[src/rtl/mem_arbiter_pkg.sv]
// mem_arbiter_pkg
//   Shared definitions for the imem/dmem memory arbiter: FSM state encoding,
//   transaction owner encoding and default widths.
package mem_arbiter_pkg;

    localparam int ADDR_W_DEF     = 32;
    localparam int DATA_W_DEF     = 32;
    localparam int STARVE_MAX_DEF = 4;
    localparam int IMEM_ADDR_W    = 16;
    // Wide enough for the largest legal STARVE_MAX (15).
    localparam int STARVE_CNT_W   = 4;

    typedef enum logic [1:0] {
        IDLE  = 2'd0,
        ISSUE = 2'd1,
        WAIT  = 2'd2
    } state_e;

    // OWN_I is the reset value of the owner register.
    typedef enum logic {
        OWN_I = 1'b0,
        OWN_D = 1'b1
    } owner_e;

endpackage

[src/rtl/mem_arb_grant.sv]
// mem_arb_grant
//   Grant decision for the shared RAM port plus the saturating counter that
//   bounds how many dmem grants may overtake a waiting fetch.
// Ports:
//   clk, rst      clock, asynchronous active-high reset
//   idle_i        arbiter FSM is in IDLE
//   dmem_oe_i     data-port request
//   imem_oe_i     fetch request pulse this cycle
//   ipend_i       latched fetch request waiting
//   dmem_ready_o  data port may be accepted this cycle
//   grant_d_o     data request is granted this cycle
//   grant_i_o     fetch is granted this cycle
module mem_arb_grant
    import mem_arbiter_pkg::*;
#(
    parameter int STARVE_MAX = STARVE_MAX_DEF
) (
    input  logic clk,
    input  logic rst,
    input  logic idle_i,
    input  logic dmem_oe_i,
    input  logic imem_oe_i,
    input  logic ipend_i,
    output logic dmem_ready_o,
    output logic grant_d_o,
    output logic grant_i_o
);

    localparam logic [STARVE_CNT_W-1:0] CNT_MAX = STARVE_CNT_W'(STARVE_MAX);

    logic [STARVE_CNT_W-1:0] starve_cnt_q, starve_cnt_d;
    logic                    fetch_waiting;
    logic                    starved;

    assign fetch_waiting = ipend_i || imem_oe_i;

    // Only the latched request can block dmem, so dmem_ready never depends
    // combinationally on either request input.
    assign starved      = ipend_i && (starve_cnt_q == CNT_MAX);
    assign dmem_ready_o = idle_i && !starved;
    assign grant_d_o    = dmem_oe_i && dmem_ready_o;
    assign grant_i_o    = idle_i && !grant_d_o && fetch_waiting;

    always_comb begin
        // NOTE: every always_comb output gets a default first so no path
        // leaves it unassigned, which would infer a latch.
        starve_cnt_d = starve_cnt_q;
        if (grant_i_o) begin
            starve_cnt_d = '0;
        end else if (grant_d_o && fetch_waiting && (starve_cnt_q != CNT_MAX)) begin
            starve_cnt_d = starve_cnt_q + STARVE_CNT_W'(1);
        end
    end

    // NOTE: state registers use non-blocking assignments so every flop
    // samples pre-edge values, independent of statement order.
    always_ff @(posedge clk or posedge rst) begin
        if (rst) begin
            starve_cnt_q <= '0;
        end else begin
            starve_cnt_q <= starve_cnt_d;
        end
    end

endmodule

[src/rtl/mem_arbiter.sv]
// mem_arbiter
//   Shares one single-outstanding RAM command/response port between the
//   instruction-fetch port (imem) and the data port (dmem). dmem has priority
//   but may overtake a waiting fetch at most STARVE_MAX times in a row.
//   Fetch requests are latched (imem has no ready) and a redirect that arrives
//   while a fetch is in flight squashes that fetch's response.
// Ports:
//   clk, rst                     clock, asynchronous active-high reset
//   imem_addr/imem_oe            fetch byte address / request pulse
//   imem_rdata/imem_valid        registered fetch data / one-cycle valid
//   dmem_addr/oe/wdata/we        data request (we==0 means read)
//   dmem_ready                   data request accepted this cycle
//   dmem_rdata/dmem_valid        registered load data / one-cycle valid
//   ram_cmd_valid/ready          RAM command handshake
//   ram_addr/ram_we/ram_wdata    RAM command fields, held while waiting
//   ram_rsp_valid/ram_rdata      RAM read response (reads only)
module mem_arbiter
    import mem_arbiter_pkg::*;
#(
    parameter int ADDR_W     = ADDR_W_DEF,
    parameter int DATA_W     = DATA_W_DEF,
    parameter int STARVE_MAX = STARVE_MAX_DEF
) (
    input  logic                   clk,
    input  logic                   rst,
    input  logic [IMEM_ADDR_W-1:0] imem_addr,
    input  logic                   imem_oe,
    output logic [DATA_W-1:0]      imem_rdata,
    output logic                   imem_valid,
    input  logic [ADDR_W-1:0]      dmem_addr,
    input  logic                   dmem_oe,
    input  logic [DATA_W-1:0]      dmem_wdata,
    input  logic [3:0]             dmem_we,
    output logic                   dmem_ready,
    output logic [DATA_W-1:0]      dmem_rdata,
    output logic                   dmem_valid,
    output logic                   ram_cmd_valid,
    input  logic                   ram_cmd_ready,
    output logic [ADDR_W-1:0]      ram_addr,
    output logic [3:0]             ram_we,
    output logic [DATA_W-1:0]      ram_wdata,
    input  logic                   ram_rsp_valid,
    input  logic [DATA_W-1:0]      ram_rdata
);

    state_e                 state_q, state_d;
    owner_e                 owner_q, owner_d;
    logic                   ipend_q, ipend_d;
    logic [IMEM_ADDR_W-1:0] ipend_addr_q, ipend_addr_d;
    logic                   squash_q, squash_d;
    logic [ADDR_W-1:0]      cmd_addr_q, cmd_addr_d;
    logic [3:0]             cmd_we_q, cmd_we_d;
    logic [DATA_W-1:0]      cmd_wdata_q, cmd_wdata_d;
    logic [DATA_W-1:0]      imem_rdata_q, imem_rdata_d;
    logic                   imem_valid_q, imem_valid_d;
    logic [DATA_W-1:0]      dmem_rdata_q, dmem_rdata_d;
    logic                   dmem_valid_q, dmem_valid_d;

    logic                   grant_d, grant_i;
    logic [IMEM_ADDR_W-1:0] fetch_addr;

    mem_arb_grant #(
        .STARVE_MAX (STARVE_MAX)
    ) u_grant (
        .clk          (clk),
        .rst          (rst),
        .idle_i       (state_q == IDLE),
        .dmem_oe_i    (dmem_oe),
        .imem_oe_i    (imem_oe),
        .ipend_i      (ipend_q),
        .dmem_ready_o (dmem_ready),
        .grant_d_o    (grant_d),
        .grant_i_o    (grant_i)
    );

    // A fresh fetch always supersedes the latched one.
    assign fetch_addr = imem_oe ? imem_addr : ipend_addr_q;

    always_comb begin
        state_d      = state_q;
        owner_d      = owner_q;
        ipend_d      = ipend_q;
        ipend_addr_d = ipend_addr_q;
        squash_d     = squash_q;
        cmd_addr_d   = cmd_addr_q;
        cmd_we_d     = cmd_we_q;
        cmd_wdata_d  = cmd_wdata_q;
        imem_rdata_d = imem_rdata_q;
        imem_valid_d = 1'b0;
        dmem_rdata_d = dmem_rdata_q;
        dmem_valid_d = 1'b0;

        // Fetch capture; the FSM below may consume it in the same cycle.
        if (imem_oe) begin
            ipend_d      = 1'b1;
            ipend_addr_d = imem_addr;
            // Any fetch in flight now belongs to a stale program counter.
            if ((state_q != IDLE) && (owner_q == OWN_I)) begin
                squash_d = 1'b1;
            end
        end

        unique case (state_q)
            IDLE: begin
                if (grant_d) begin
                    cmd_addr_d  = dmem_addr;
                    cmd_we_d    = dmem_we;
                    cmd_wdata_d = dmem_wdata;
                    owner_d     = OWN_D;
                    state_d     = ISSUE;
                end else if (grant_i) begin
                    cmd_addr_d  = ADDR_W'(fetch_addr);
                    cmd_we_d    = 4'b0000;
                    cmd_wdata_d = '0;
                    ipend_d     = 1'b0;
                    owner_d     = OWN_I;
                    state_d     = ISSUE;
                end
            end
            ISSUE: begin
                if (ram_cmd_ready) begin
                    state_d = (cmd_we_q == 4'b0000) ? WAIT : IDLE;
                end
            end
            WAIT: begin
                if (ram_rsp_valid) begin
                    state_d = IDLE;
                    if (owner_q == OWN_D) begin
                        dmem_rdata_d = ram_rdata;
                        dmem_valid_d = 1'b1;
                    end else if (squash_q || imem_oe) begin
                        // Redirected fetch (including a redirect arriving with
                        // the response): drop the data, the new fetch is pending.
                        squash_d = 1'b0;
                    end else begin
                        imem_rdata_d = ram_rdata;
                        imem_valid_d = 1'b1;
                    end
                end
            end
            default: state_d = IDLE;
        endcase
    end

    always_ff @(posedge clk or posedge rst) begin
        if (rst) begin
            state_q      <= IDLE;
            owner_q      <= OWN_I;
            ipend_q      <= 1'b0;
            ipend_addr_q <= '0;
            squash_q     <= 1'b0;
            cmd_addr_q   <= '0;
            cmd_we_q     <= '0;
            cmd_wdata_q  <= '0;
            imem_rdata_q <= '0;
            imem_valid_q <= 1'b0;
            dmem_rdata_q <= '0;
            dmem_valid_q <= 1'b0;
        end else begin
            state_q      <= state_d;
            owner_q      <= owner_d;
            ipend_q      <= ipend_d;
            ipend_addr_q <= ipend_addr_d;
            squash_q     <= squash_d;
            cmd_addr_q   <= cmd_addr_d;
            cmd_we_q     <= cmd_we_d;
            cmd_wdata_q  <= cmd_wdata_d;
            imem_rdata_q <= imem_rdata_d;
            imem_valid_q <= imem_valid_d;
            dmem_rdata_q <= dmem_rdata_d;
            dmem_valid_q <= dmem_valid_d;
        end
    end

    assign ram_cmd_valid = (state_q == ISSUE);
    assign ram_addr      = cmd_addr_q;
    assign ram_we        = cmd_we_q;
    assign ram_wdata     = cmd_wdata_q;
    assign imem_rdata    = imem_rdata_q;
    assign imem_valid    = imem_valid_q;
    assign dmem_rdata    = dmem_rdata_q;
    assign dmem_valid    = dmem_valid_q;

endmodule

[config.mk]
export PLATFORM = sky130hd
export DESIGN_NAME = mem_arbiter
export DESIGN_NICKNAME = d
export VERILOG_FILES = /design/src/rtl/mem_arbiter_pkg.sv /design/src/rtl/mem_arb_grant.sv /design/src/rtl/mem_arbiter.sv
export SDC_FILE = /design/constraint.sdc
export NUM_CORES = 1
export LEC_CHECK = 0
export ABC_AREA = 1
export CAP_MARGIN = 15
export CORE_UTILIZATION = 39
export DETAILED_ROUTE_END_ITERATION = 8
export PLACE_DENSITY = 0.76
export SLEW_MARGIN = 20
export SYNTH_ARGS = -nofsm -noshare
export SYNTH_HDL_FRONTEND = slang
export SYNTH_SLANG_ARGS = --single-unit
[constraint.sdc]
create_clock -name clk -period 4.7 [get_ports clk]
set_clock_uncertainty 0.05 [all_clocks]
set_input_delay 0.47 -clock clk [delete_from_list [all_inputs] [get_ports clk]]
set_output_delay 0.47 -clock clk [all_outputs]
set_load 0.01 [all_outputs]
Word-level counts from Yosys, hierarchy flattened
Index checks and enable logic that the tools add are counted.
- word-level logic and storage cells: 78
- bits in registers: 159
- output and inout bits: 136
- bitwise operators: 2
- reductions and logical operators: 21
- equality and inequality tests: 7
- $add $sub $neg: 1
- multiplexer cells: 34
- operator list (kind ; number):
    $mux W32 ; 4
    $mux W1 ; 19
    $mux W16 ; 1
    $mux W4 ; 4
    $mux W2 ; 5
    $logic_and A1 B1 Y1 ; 8
    $pmux W2 S3 ; 1
    $reduce_and A3 Y1 ; 2
    $reduce_bool A2 Y1 ; 3
    $add A4 B1 Y4 const B ; 1
    $eq A4 B3 Y1 const B ; 1
    $logic_not A4 Y1 ; 1
    $ne A4 B3 Y1 const B ; 1
    $reduce_and A4 Y1 ; 1
    $ne A3 B3 Y1 const B ; 1
    $eq A2 B1 Y1 const B ; 1
    $eq A2 B2 Y1 const B ; 1
    $logic_not A1 Y1 ; 2
    $logic_not A2 Y1 ; 1
    $logic_or A1 B1 Y1 ; 2
    $ne A2 B1 Y1 const B ; 1
    $ne A2 B2 Y1 const B ; 1
    $not A1 Y1 ; 2
    $reduce_and A2 Y1 ; 1

Longest topological paths before layout
- depth in word-level cells: 11
- depth in mapped cells: 9
- mapped depth without buffers: 9

Cells and area by module
Synthesis repeated with hierarchy kept, for this count alone.
- cell total of the unflattened synthesis: 718
- area, all modules: 6717.7 um^2
- modules (own cells, without submodules) (module ; times used ; cells each ; seq. area each (um^2) ; area an instance (um^2)):
    mem_arbiter ; 1 ; 677 ; 3878.7 ; 6418.7
    mem_arb_grant ; 1 ; 41 ; 100.1 ; 299.0

Worst setup path before layout
Ideal clock, no wire load.
- path kind: register to output
- start point: register u_grant.starve_cnt_q[0]
- end point: output port dmem_ready
- slack: 2.996 ns
- arrival time: 1.184 ns
- required time: 4.180 ns
- stages on the path, launching flop included: 7
- cell sequence: dfrtp_1 -> inv_1 -> ha_1 -> nand4_2 -> nand2_1 -> inv_2 -> buf_2
- word-level cells in the longest chain between the ends: 4
- RTL lines (element ; RTL line ; text):
    start: declaration ; mem_arb_grant.sv:31 ; logic [STARVE_CNT_W-1:0] starve_cnt_q, starve_cnt_d;
    start signal: assignment ; mem_arb_grant.sv:61 ; starve_cnt_q <= starve_cnt_d;
    $eq A4 B3 Y1 ; mem_arb_grant.sv:39 ; assign starved = ipend_i && (starve_cnt_q == CNT_MAX);
    $logic_and A1 B1 Y1 ; mem_arb_grant.sv:39 ;
    $logic_not A1 Y1 ; mem_arb_grant.sv:40 ; assign dmem_ready_o = idle_i && !starved;
    $logic_and A1 B1 Y1 ; mem_arb_grant.sv:40 ;
    end: declaration ; mem_arbiter.sv:34 ; output logic dmem_ready,
No other way between the ends.

Worst setup path after layout
Ends and elaborated chain as after synthesis.

==> impl_metrics.json <==
{
  "wl_per_cell_um": 14.61,
  "die_h_um": 131.2,
  "reg2reg_depth": 7,
  "fillCellCount": 1397,
  "synth_nets": 855,
  "critical_path_class": "register to output port",
  "drv_cap": 0,
  "die_area_um2": 17210,
  "peakVddDrop_mv": 0.2902,
  "drc": 0,
  "hold_class": "register to register",
  "hold_depth": 2,
  "cts.repair.resized": 0,
  "nNetsFinal": 1093,
  "syn-cell-area_um2": 6510,
  "clock_sinks": 159,
  "post-place-ws_ns": 1.855,
  "grt_pass1_wl_um": 28920,
  "ff_latch_area_um2": 3979,
  "hold_end": "ram_wdata[0]",
  "crit_path_start_kind": "register",
  "rows": 46,
  "synth.area.top_cells": "dfrtp_1 61%, nand2_1 13%, o21ai_0 6.2%",
  "start_util": 0.4040,
  "rr_startpoint": "u_grant.starve_cnt_q[0]",
  "layout_commonest_cell": "clkdlybuf4s50_1",
  "die_w_um": 131.2,
  "placed_area_um2": 9221,
  "gp_congestion": 0.7906,
  "insertion_delay_ns": 0.42,
  "grt_max_degree": 128,
  "post-route-period-util": 0.6856,
  "design_area_um2": 9797,
  "finalMaxSlewViolations": 0,
  "clockBufferDepth": 2,
  "setup_viol": 0,
  "grt_pass1_vias": 5543,
  "p_switching_mw": 1.927,
  "vias": 5725,
  "dp_hpwl_um": 11810,
  "io_pins": 258,
  "cts_setup_buffers": 0,
  "h-tree-depth": 4,
  "crit_fanout": 53,
  "p_int_mw": 3.713,
  "synth_edf_count": 0,
  "ant_nets": 0,
  "drt_pre_antenna_iters": 4,
  "antenna_cells": 0,
  "core_area_um2": 16120,
  "combPwrFrac": 0.391,
  "final_cell_mix": "256 x clkdlybuf4s50_1, 229 x nand2_1, 159 x dfrtp_1",
  "power.density_nw_per_um2": 575.7,
  "grt_usage": 0.2125,
  "async_flop_share": 1.000,
  "cts_root_buffer": "clkbuf_16",
  "worstSetupEndpointType": "output port",
  "finalHoldViolations": 0,
  "worstPathArrival_ns": 2.70,
  "cts.hold.buffers_added": 0,
  "synth_seq_cells": 159,
  "fin_ws_ns": 1.478,
  "drive_above_1_share": 0.06320,
  "holdWs_ns": 0.4177,
  "outcome": "complete, no violations",
  "slew_headroom": 0.4742,
  "avgSynthCellArea_um2": 8.906,
  "yosysTopAreaCell": "dfrtp_1",
  "rsz0062_at_grt": "false",
  "synth.distinct_cells": 23,
  "syn2layout_area_growth_pct": 50.49,
  "wirelength_um": 17480,
  "ff2ff_setup_slack_ns": 2.18,
  "antenna_found_initial": 0,
  "tightest_slew_ns": 0.7865,
  "r2r-end": "u_grant.starve_cnt_q[1]",
  "synth.yosys.warnings": 0,
  "max_freq_mhz": 310.3,
  "p_leak_nw": 4.765,
  "syn-instance-count": 731,
  "seq_power_share": 0.373,
  "first_iter_violations": 378,
  "worstPathRequired_ns": 4.18,
  "grt_overflow": 0,
  "cts_tree": "yes",
  "multi_input_comb_area_um2": 2036,
  "cts_buffers": 17,
  "synth_top_area_frac": 0.6112,
  "clkPwrFrac": 0.235,
  "ys_seq_area_frac": 0.6112,
  "fin_setup_tns_ns": 0,
  "min_from": "ram_wdata[0]",
  "path_clk_slew_ns": 0.06,
  "fin_util": 0.6079,
  "switching_share": 0.3417,
  "synth_flop_cell": "dfrtp_1",
  "fin_crit_ns": 3.222,
  "io_buffers": 257,
  "viasPerCell": 4.783
}
per-stage QoR:
stage | total power, mW | std cells
detailed placement | 4.346 | 1166
global placement | 4.290 | 1166
finish | 5.640 | 1197
floorplan | 3.111 | 731
global route | 5.993 | 1197
CTS | 5.700 | 1197
worst max-delay path, stage by stage (launching register included):
cell	delay (ns)
dfrtp_1	0.39
inv_1	0.07
ha_1	0.21
nand4_2	0.33
nand2_1	0.11
inv_2	0.06
buf_4	0.45
clkdlybuf4s50_1	0.64
flip-flops by register name, indices dropped and copies added, names as in the netlist, 2 cells and up:
name	count
dmem_rdata	32
imem_rdata	32
ipend_addr_q	16
ram_addr	32
ram_wdata	32
ram_we	4
state_q	2
u_grant.starve_cnt_q	4
cells in the mapped netlist (all sizes together), types with 2 or more instances:
| cell | instances |
|---|---|
| nand2 | 231 |
| dfrtp | 159 |
| inv | 86 |
| o21ai | 81 |
| nand3 | 78 |
| clkbuf | 29 |
| nand4 | 20 |
| or2 | 16 |
| buf | 14 |
| nor2 | 7 |
| a31oi | 3 |
| ha | 2 |
| xor2 | 2 |
logic make-up (layout without fill, tap and decap cells):
group,after synthesis,in the layout,synth area share
simple gates,354,354,0.2356
flops,159,159,0.6112
buf+inv,129,379,0.07842
compound gates,85,85,0.06823
fa+ha+maj,2,2,0.003843
xor+xnor,2,2,0.002691
power groups by stage:
stage	Combinational [mW]	Clock (mW)	Sequential, mW
3_5_place_dp	2.23	0	2.11
6_report	2.21	1.33	2.11
3_3_place_gp	2.18	0	2.11
5_1_grt	2.42	1.41	2.17
4_1_cts	2.24	1.36	2.11
2_1_floorplan	0.808	0	2.30
layout make-up:
| type | instances | area share |
|---|---|---|
| flip-flops and latches | 159 | 0.4061 |
| repair buffers | 262 | 0.2672 |
| multi-input cells | 443 | 0.2078 |
| clock buffers | 20 | 0.04662 |
| inverters | 86 | 0.03359 |
| well taps | 216 | 0.02759 |
| clock inverters | 11 | 0.01111 |
worst max path at each step:
stage,start,end,slack (ns),cells after the start
after floorplan,rst,dmem_rdata[0],2.17,1
after CTS,u_grant.starve_cnt_q[0],dmem_ready,1.43,7
final,u_grant.starve_cnt_q[0],dmem_ready,1.48,7
after global placement,imem_oe,ram_addr[1],1.70,7
after detailed placement,imem_oe,ram_wdata[15],1.86,7
after global routing,u_grant.starve_cnt_q[0],dmem_ready,1.30,7
routing by layer:
layer	track usage	share of wire	vias up
met3	0.07099	0.095	20
met5	0	0	-
met1	0.2747	0.43	2670
met2	0.3310	0.46	250
met4	0.07778	0.015	0
li1	-	-	2785
(Power assumes the default switching activity.)
